## config.mk

```make
export PLATFORM = sky130hd
export DESIGN_NAME = idexe_pipe_reg_hz
export DESIGN_NICKNAME = d
export VERILOG_FILES = /design/src/rtl/idexe_pipe_reg_hz.sv
export SDC_FILE = /design/constraint.sdc
export NUM_CORES = 1
export LEC_CHECK = 0
export CAP_MARGIN = 20
export CORE_MARGIN = 8
export CORE_UTILIZATION = 40
export CTS_CLUSTER_DIAMETER = 150
export CTS_CLUSTER_SIZE = 10
export DETAILED_ROUTE_END_ITERATION = 6
export GPL_ROUTABILITY_DRIVEN = 0
export HOLD_SLACK_MARGIN = 0.06
export PLACE_DENSITY_LB_ADDON = 0.15
export SYNTH_ARGS = -nofsm -noshare
export SYNTH_HDL_FRONTEND = slang
export SYNTH_SLANG_ARGS = --single-unit
```

## constraint.sdc

```tcl
create_clock -name clock -period 2.1 [get_ports clock]
set_clock_uncertainty 0.15 [all_clocks]
set_input_delay 0.315 -clock clock [delete_from_list [all_inputs] [get_ports clock]]
set_output_delay 0.315 -clock clock [all_outputs]
set_load 0.01 [all_outputs]
```

## src/rtl/idexe_pipe_reg_hz.sv

```systemverilog
`default_nettype none
// ============================================================================
//  Module   : idexe_pipe_reg_hz
//  Purpose  : Parametrised ID/EXE pipeline register. It has a valid bit,
//             downstream hold, flush-to-bubble, load-use hazard detection
//             with automatic bubble insertion, and a saturating bubble
//             counter for performance debug.
//  Revision : 1.0  initial release
// ============================================================================
module idexe_pipe_reg_hz #(
  parameter int DATA_W = 32,
  parameter int REG_AW = 5,
  parameter int ALUC_W = 4,
  parameter int CNT_W  = 16
) (
  input  logic              clock,
  input  logic              resetn,
  input  logic              stall,
  input  logic              flush,
  input  logic              id_valid,
  input  logic              wreg,
  input  logic              m2reg,
  input  logic              wmem,
  input  logic              aluimm,
  input  logic [ALUC_W-1:0] aluc,
  input  logic [REG_AW-1:0] destReg,
  input  logic [REG_AW-1:0] rs,
  input  logic [REG_AW-1:0] rt,
  input  logic              use_rs,
  input  logic              use_rt,
  input  logic [DATA_W-1:0] qa,
  input  logic [DATA_W-1:0] qb,
  input  logic [DATA_W-1:0] imm32,
  output logic              e_valid,
  output logic              ewreg,
  output logic              em2reg,
  output logic              ewmem,
  output logic              ealuimm,
  output logic [ALUC_W-1:0] ealuc,
  output logic [REG_AW-1:0] edestReg,
  output logic [DATA_W-1:0] eqa,
  output logic [DATA_W-1:0] eqb,
  output logic [DATA_W-1:0] eimm32,
  output logic              load_use_stall,
  output logic [CNT_W-1:0]  bubble_count
);

  localparam logic [CNT_W-1:0] C_CNT_MAX = '1;
  localparam logic [CNT_W-1:0] C_CNT_ONE = {{(CNT_W-1){1'b0}}, 1'b1};

  // --------------------------------------------------------------------------
  // EXE stage state
  // --------------------------------------------------------------------------
  logic              e_valid_q,  e_valid_d;
  logic              ewreg_q,    ewreg_d;
  logic              em2reg_q,   em2reg_d;
  logic              ewmem_q,    ewmem_d;
  logic              ealuimm_q,  ealuimm_d;
  logic [ALUC_W-1:0] ealuc_q,    ealuc_d;
  logic [REG_AW-1:0] edest_q,    edest_d;
  logic [DATA_W-1:0] eqa_q,      eqa_d;
  logic [DATA_W-1:0] eqb_q,      eqb_d;
  logic [DATA_W-1:0] eimm_q,     eimm_d;
  logic [CNT_W-1:0]  bcount_q,   bcount_d;

  // --------------------------------------------------------------------------
  // Hazard / bubble decode
  // --------------------------------------------------------------------------
  logic w_exe_is_load;
  logic w_rs_hit;
  logic w_rt_hit;
  logic w_load_use;
  logic w_counted_bubble;
  logic w_bubble;

  // A load in EXE whose destination is a real register (r0 never hazards).
  assign w_exe_is_load = e_valid_q & ewreg_q & em2reg_q & (edest_q != '0);
  assign w_rs_hit      = use_rs & (rs == edest_q);
  assign w_rt_hit      = use_rt & (rt == edest_q);

  // Evaluated from current EXE contents even while stalled, so ID keeps
  // holding for as long as the load sits in EXE.
  assign w_load_use       = w_exe_is_load & id_valid & (w_rs_hit | w_rt_hit);
  assign w_counted_bubble = flush | w_load_use;
  assign w_bubble         = w_counted_bubble | ~id_valid;

  // Next-state select: hold on stall, zero on bubble, otherwise capture ID.
  always_comb begin
    e_valid_d = e_valid_q;
    ewreg_d   = ewreg_q;
    em2reg_d  = em2reg_q;
    ewmem_d   = ewmem_q;
    ealuimm_d = ealuimm_q;
    ealuc_d   = ealuc_q;
    edest_d   = edest_q;
    eqa_d     = eqa_q;
    eqb_d     = eqb_q;
    eimm_d    = eimm_q;
    if (!stall) begin
      if (w_bubble) begin
        // Zeroed controls guarantee a bubble never writes regfile or memory.
        e_valid_d = 1'b0;
        ewreg_d   = 1'b0;
        em2reg_d  = 1'b0;
        ewmem_d   = 1'b0;
        ealuimm_d = 1'b0;
        ealuc_d   = '0;
        edest_d   = '0;
        eqa_d     = '0;
        eqb_d     = '0;
        eimm_d    = '0;
      end else begin
        e_valid_d = 1'b1;
        ewreg_d   = wreg;
        em2reg_d  = m2reg;
        ewmem_d   = wmem;
        ealuimm_d = aluimm;
        ealuc_d   = aluc;
        edest_d   = destReg;
        eqa_d     = qa;
        eqb_d     = qb;
        eimm_d    = imm32;
      end
    end
  end

  // Bubble counter next value: only flush / load-use bubbles count, saturating.
  always_comb begin
    bcount_d = bcount_q;
    if (!stall && w_counted_bubble && (bcount_q != C_CNT_MAX)) begin
      bcount_d = bcount_q + C_CNT_ONE;
    end
  end

  // EXE register bank with asynchronous clear.
  always_ff @(posedge clock or negedge resetn) begin
    if (!resetn) begin
      e_valid_q <= 1'b0;
      ewreg_q   <= 1'b0;
      em2reg_q  <= 1'b0;
      ewmem_q   <= 1'b0;
      ealuimm_q <= 1'b0;
      ealuc_q   <= '0;
      edest_q   <= '0;
      eqa_q     <= '0;
      eqb_q     <= '0;
      eimm_q    <= '0;
    end else begin
      e_valid_q <= e_valid_d;
      ewreg_q   <= ewreg_d;
      em2reg_q  <= em2reg_d;
      ewmem_q   <= ewmem_d;
      ealuimm_q <= ealuimm_d;
      ealuc_q   <= ealuc_d;
      edest_q   <= edest_d;
      eqa_q     <= eqa_d;
      eqb_q     <= eqb_d;
      eimm_q    <= eimm_d;
    end
  end

  // Performance counter register with asynchronous clear.
  always_ff @(posedge clock or negedge resetn) begin
    if (!resetn) begin
      bcount_q <= '0;
    end else begin
      bcount_q <= bcount_d;
    end
  end

  // --------------------------------------------------------------------------
  // Outputs
  // --------------------------------------------------------------------------
  assign e_valid        = e_valid_q;
  assign ewreg          = ewreg_q;
  assign em2reg         = em2reg_q;
  assign ewmem          = ewmem_q;
  assign ealuimm        = ealuimm_q;
  assign ealuc          = ealuc_q;
  assign edestReg       = edest_q;
  assign eqa            = eqa_q;
  assign eqb            = eqb_q;
  assign eimm32         = eimm_q;
  assign load_use_stall = w_load_use;
  assign bubble_count   = bcount_q;

endmodule
`default_nettype wire

```

=== Word level (Yosys, flattened, before mapping) ===
Cells that the tools add are included.

* Eq/ne operators: 3
* Bitwise operators: 11
* Add/sub/neg operators: 1
* Reductions and logical operators: 4
* Mux-type cells: 10

{| class="wikitable"
|+ Operators with widths
! cell !! count
|-
| two-way mux 32 bit || 3
|-
| adder 16 x 1 -> 16 bit (second input constant) || 1
|-
| != test 16 bit (second input constant) || 1
|-
| == test 5 bit || 2
|-
| AND 1 bit || 7
|-
| two-way mux 1 bit || 5
|-
| two-way mux 5 bit || 1
|-
| nonzero test 5 bit || 1
|-
| two-way mux 4 bit || 1
|-
| OR 1 bit || 3
|-
| logical AND 1 bit || 2
|-
| logical NOT 1 bit || 1
|-
| NOT 1 bit || 1
|}

* Word-level logic and storage cells: 40
* Register bits: 126
* Output and inout bits: 127

=== Longest topological paths before layout ===
Gate-level depths: netlist of the first run.

* Depth after elaboration: 8
* Mapped depth: 8

=== Least setup slack after synthesis of the first run ===
Ideal clock, no wire load.

* Kind: register -> register
* From: reg edest_q[1], in the netlist edestReg[1]
* To: reg edest_q[0], in the netlist edestReg[0]
* Path slack: 0.126 ns
* Clock period less this slack: 1.974 ns
* Library setup time: 0.121 ns
* Stages on the path, launching flop included: 9
* Path buffers: 2
* Required time: 1.829 ns
* Arrival time: 1.703 ns
* Path through: dfrtp_1 xnor2_1 nand4_1 o22ai_2 a21oi_4 and3b_4 buf_12 buf_12 a22o_1

* Cells in the longest elaborated chain, start to end: 7
* Elaborated cells between the ends (all ways): 12

{| class="wikitable"
|+ RTL lines
! item !! RTL line !! source
|-
| from (decl) || 60 || <nowiki>logic [REG_AW-1:0] edest_q, edest_d;</nowiki>
|-
| from (signal assigned) || 155 || <nowiki>edest_q <= edest_d;</nowiki>
|-
| == test 5 bit (tied with other cells) || 78 || <nowiki>assign w_rs_hit = use_rs & (rs == edest_q);</nowiki>
|-
| AND 1 bit, on equally long branches || 78, 77, 79 ||
|-
| OR 1 bit / AND 1 bit (equally long branches) || 83 || <nowiki>assign w_load_use = w_exe_is_load & id_valid & (w_rs_hit | w_rt_hit);</nowiki>
|-
| AND 1 bit (*) || 83 ||
|-
| OR 1 bit (*) || 84 || <nowiki>assign w_counted_bubble = flush | w_load_use;</nowiki>
|-
| OR 1 bit (*) || 85 || <nowiki>assign w_bubble = w_counted_bubble | ~id_valid;</nowiki>
|-
| two-way mux 5 bit (*) || 100 || <nowiki>if (w_bubble) begin</nowiki>
|}

Every way passes the cells marked *; elsewhere a longest branch is shown, timed or not.
A chain may end at the register's enable or synchronous reset.

=== Worst setup path in the final report of the first run ===
* From: reg edest_q[1], in the netlist edestReg[1]
* To: reg eqa_q[22], in the netlist eqa[22]

* Cells in the longest elaborated chain, start to end: 7
* Elaborated cells between the ends (all ways): 12

{| class="wikitable"
|+ RTL lines
! item !! RTL line !! source
|-
| == test 5 bit (tied with other cells) || 78 ||
|-
| AND 1 bit, on equally long branches || 78, 77, 79 ||
|-
| OR 1 bit / AND 1 bit (equally long branches) || 83 ||
|-
| AND 1 bit (*) || 83 ||
|-
| OR 1 bit (*) || 84 ||
|-
| OR 1 bit (*) || 85 ||
|-
| two-way mux 32 bit (*) || 100 ||
|-
| to (signal assigned) || 156 || <nowiki>eqa_q <= eqa_d;</nowiki>
|-
| to (decl) || 61 || <nowiki>logic [DATA_W-1:0] eqa_q, eqa_d;</nowiki>
|}

Marks and branches as above.

==> results of run 1 <==
==> layer usage <==
layer	global-route usage	share of wire	vias to the layer above
li1	-	-	1821
met1	0.216	0.39	2022
met2	0.324	0.52	152
met3	0.0749	0.077	22
met4	0.0784	0.020	0
met5	0	0	-
==> cell usage in the layout, fill, tap and decap left out, types with 4 or more instances in the layout <==
cell,n
buf_4,16
dfrtp_1,122
nor3_1,4
xor2_1,15
clkdlybuf4s50_1,249
clkbuf_16,19
clkbuf_8,4
clkinv_2,5
nand4_1,8
xnor2_1,8
nand3_1,5
nand2_1,6
buf_12,5
dfrtp_2,4
a22o_1,109
==> final timing paths <==
check | cells after the start | slack (ns) | to
worst min-delay path | 2 | 0.21 | bubble_count[4]$_DFFE_PN0P_
max in group asynchronous | 3 | 0.98 | edestReg[3]$_DFFE_PN0N_
min in group clock | 2 | 0.27 | eqa[8]$_DFFE_PN0N_
worst max-delay path | 8 | 0.004 | eqa[22]$_DFFE_PN0N_
worst min register to register | 1 | 0.36 | bubble_count[15]$_DFFE_PN0P_
worst max register to register | 8 | 0.004 | eqa[22]$_DFFE_PN0N_
==> critical path: cells and delay by family (launching register included) <==
kind	cells	cell delay [ns]
flops	1	0.45
compound gates	3	0.45
xor+xnor	1	0.15
simple gates	2	0.44
buf+inv	2	0.38
==> flip-flops by register name, indices dropped and copies added (netlist names), 4 cells and up <==
| register | flops |
|---|---|
| eimm32 | 32 |
| eqa | 32 |
| eqb | 32 |
| bubble_count | 16 |
| edestReg | 5 |
| ealuc | 4 |
==> timing repair <==
| action | CTS | global route |
|---|---|---|
| hold buffers | 1 | 0 |
| setup buffers | 2 | 1 |
| endpoints found under the setup margin | 101 | 109 |
| hold endpoints to repair | 126 | 0 |
| resized for setup | 12 | 12 |
| gates cloned | 0 | 2 |
| pin swaps | 5 | 15 |
==> cell type report <==
class                      instances  area, um2  share of cell area
sequential                       126       3160               0.381
timing repair buffer             275       2790               0.337
multi-input combinational        184       1570               0.190
clock buffer                      24        492              0.0594
tap                              147        184              0.0222
clock inverter                     7       85.1              0.0103
==> kinds of logic (layout without fill, tap and decap cells) <==
logic type,after synthesis,in the layout
buf+inv,27,306
simple gates,42,42
xor+xnor,25,25
flops,126,126
compound gates,115,115
fa+ha+maj,1,1
mux,1,1
==> through the flow <==
step / utilization / setup WS (ns) / area, um2
2_1_floorplan: - / 0.126 / 4930
3_3_place_gp: 0.627 / -0.316 / 7530
5_1_grt: 0.689 / -0.0875 / 8280
3_5_place_dp: 0.627 / -0.353 / 7530
6_report: 0.689 / 0.00417 / 8280
4_1_cts: 0.679 / 0.00489 / 8160
==> power by group <==
group | switching [mW] | internal, mW | leakage [nW]
clock | 0.983 | 1.85 | 0.290
sequential | 0.172 | 2.62 | 1.68
combinational | 0.446 | 0.728 | 1.69
total | 1.60 | 5.20 | 3.66
==> flow_metrics.py, run 1 <==
metrics = {
    "run_status": {
        "status": "completed",
    },
    "placement": {
        "hpwl_um": 11400,
        "placed_cells": 726,
        "port_buffers": 252,
    },
    "final_layout": {
        "num-nets-final": 731,
        "antenna_cells": 0,
        "area_growth_pct": 67.9,
        "final_cells": 763,
        "layout-drive-gt1-share": 0.122,
        "n_fill_cell": 888,
    },
    "run": {
        "drv_cap": 0,
    },
    "sta": {
        "worst_pin_slew_ns": 0.493,
        "setup_viol": 0,
        "fin_tns_setup_ns": 0,
        "hold_slack_ns": 0.207,
        "fmax_mhz": 477,
        "fin_crit_sh": 0.998,
        "slew_headroom": 0.671,
        "fin_crit_ns": 2.10,
        "grt_setup_unrepaired": "yes",
        "finalHoldViolCount": 0,
        "slew_violations": 0,
    },
    "synth": {
        "synth_fa_ha_area_frac": 0.00254,
        "synth_xor_xnor_area_share": 0.0444,
        "synth_top_area_cell": "dfrtp_1",
        "synth-seq-area-share": 0.639,
        "synth_top_family_by_area": "compound AO/OA/AOI/OAI gates",
        "synthFlopType": "dfrtp_1",
        "synth_most_common_cell": "dfrtp_1",
        "syn_area_per_cell_um2": 14.6,
        "synthesis.area_um2": 4930,
        "syn-num-nets": 464,
        "synthArstFlopShare": 1.00,
        "synth_area_leaders": "dfrtp_1, a22o_1, buf_12",
        "synth-seq-cells": 126,
        "syn_inst": 337,
        "synth_top_area_frac": 0.639,
        "ys_warn_count": 0,
        "synth_compound_area_frac": 0.205,
        "yosysUniqueCellTypes": 26,
        "synth_common_cells": "dfrtp_1, a22o_1, xor2_1",
        "synth_mux_area_frac": 0.00228,
        "yosys.area_share.simple": 0.0474,
        "synth_edf_count": 0,
    },
    "setup_path": {
        "end_kind": "flop",
        "slowest_delay_ns": 0.45,
        "criticalPathCategory": "flop to flop",
        "arrival_ns": 2.29,
        "path_max_fanout": 25,
        "rr_startpoint": "edestReg[1]$_DFFE_PN0N_",
        "cp-startpoint": "edestReg[1]$_DFFE_PN0N_",
        "crit_path_start_kind": "flop",
        "critPathRequiredTime_ns": 2.29,
        "critPathSlowestCell": "dfrtp_2",
        "crit_chain": "xnor2_2 -> nand4_1 -> o22ai_2 -> buf_4 -> a21oi_4 -> and3b_4 -> clkbuf_16 -> a22o_1",
    },
    "route": {
        "routed_wl_um": 16100,
        "first_pass_iters": 4,
        "wire_per_inst_um": 21.1,
        "postRouteAntennaNets": 0,
        "first_iter_violations": 181,
        "drc": 0,
        "via_per_inst": 5.26,
        "vias": 4017,
    },
    "power": {
        "powerDensity_nw_per_um2": 822,
        "p_leak_nw": 3.66,
        "power_mw": 6.80,
        "peakVddDrop_mv": 0.573,
    },
    "die": {
        "die-area_um2": 16100,
        "initial_utilization": 0.411,
        "die_w_um": 127,
        "core-area_um2": 12000,
        "die-height_um": 127,
        "pin_count": 253,
        "row_count": 40,
    },
    "worst_hold_path": {
        "hp-class": "input port to async pin",
    },
    "grt": {
        "overflow": 0,
        "grt_pass1_vias": 4271,
        "grt_pass1_wl_um": 24000,
        "grt_max_degree": 59,
        "antenna_found_initial": 0,
        "track_usage": 0.193,
    },
    "cts": {
        "htreeDepth": 4,
        "clk_pin_slew_ns": 0.06,
        "cts_buffers": 17,
        "cts.sinks": 126,
        "cts_tree": "done",
        "root_buffer": "clkbuf_16",
        "cts_buffer_depth": 2,
        "clock_latency_ns": 0.41,
    },
}
No activity file was read; power rests on OpenSTA's default activity.
==> run 2, diff against run 1 <==
--- a/config.mk
+++ b/config.mk
@@ -8,8 +8,8 @@
 export CAP_MARGIN = 20
 export CORE_MARGIN = 8
 export CORE_UTILIZATION = 40
-export CTS_CLUSTER_DIAMETER = 150
-export CTS_CLUSTER_SIZE = 10
+export CTS_CLUSTER_DIAMETER = 60
+export CTS_CLUSTER_SIZE = 8
 export DETAILED_ROUTE_END_ITERATION = 6
 export GPL_ROUTABILITY_DRIVEN = 0
 export HOLD_SLACK_MARGIN = 0.06
==> results of run 2 <==
The final DEF is identical to that of run 1; final timing and power are the same.
==> run 3, diff against run 2 <==
--- a/config.mk
+++ b/config.mk
@@ -5,6 +5,7 @@
 export SDC_FILE = /design/constraint.sdc
 export NUM_CORES = 1
 export LEC_CHECK = 0
+export ABC_CLOCK_PERIOD_IN_PS = 2100
 export CAP_MARGIN = 20
 export CORE_MARGIN = 8
 export CORE_UTILIZATION = 40
==> results of run 3 <==
The final DEF is identical to that of run 1; final timing and power are the same.
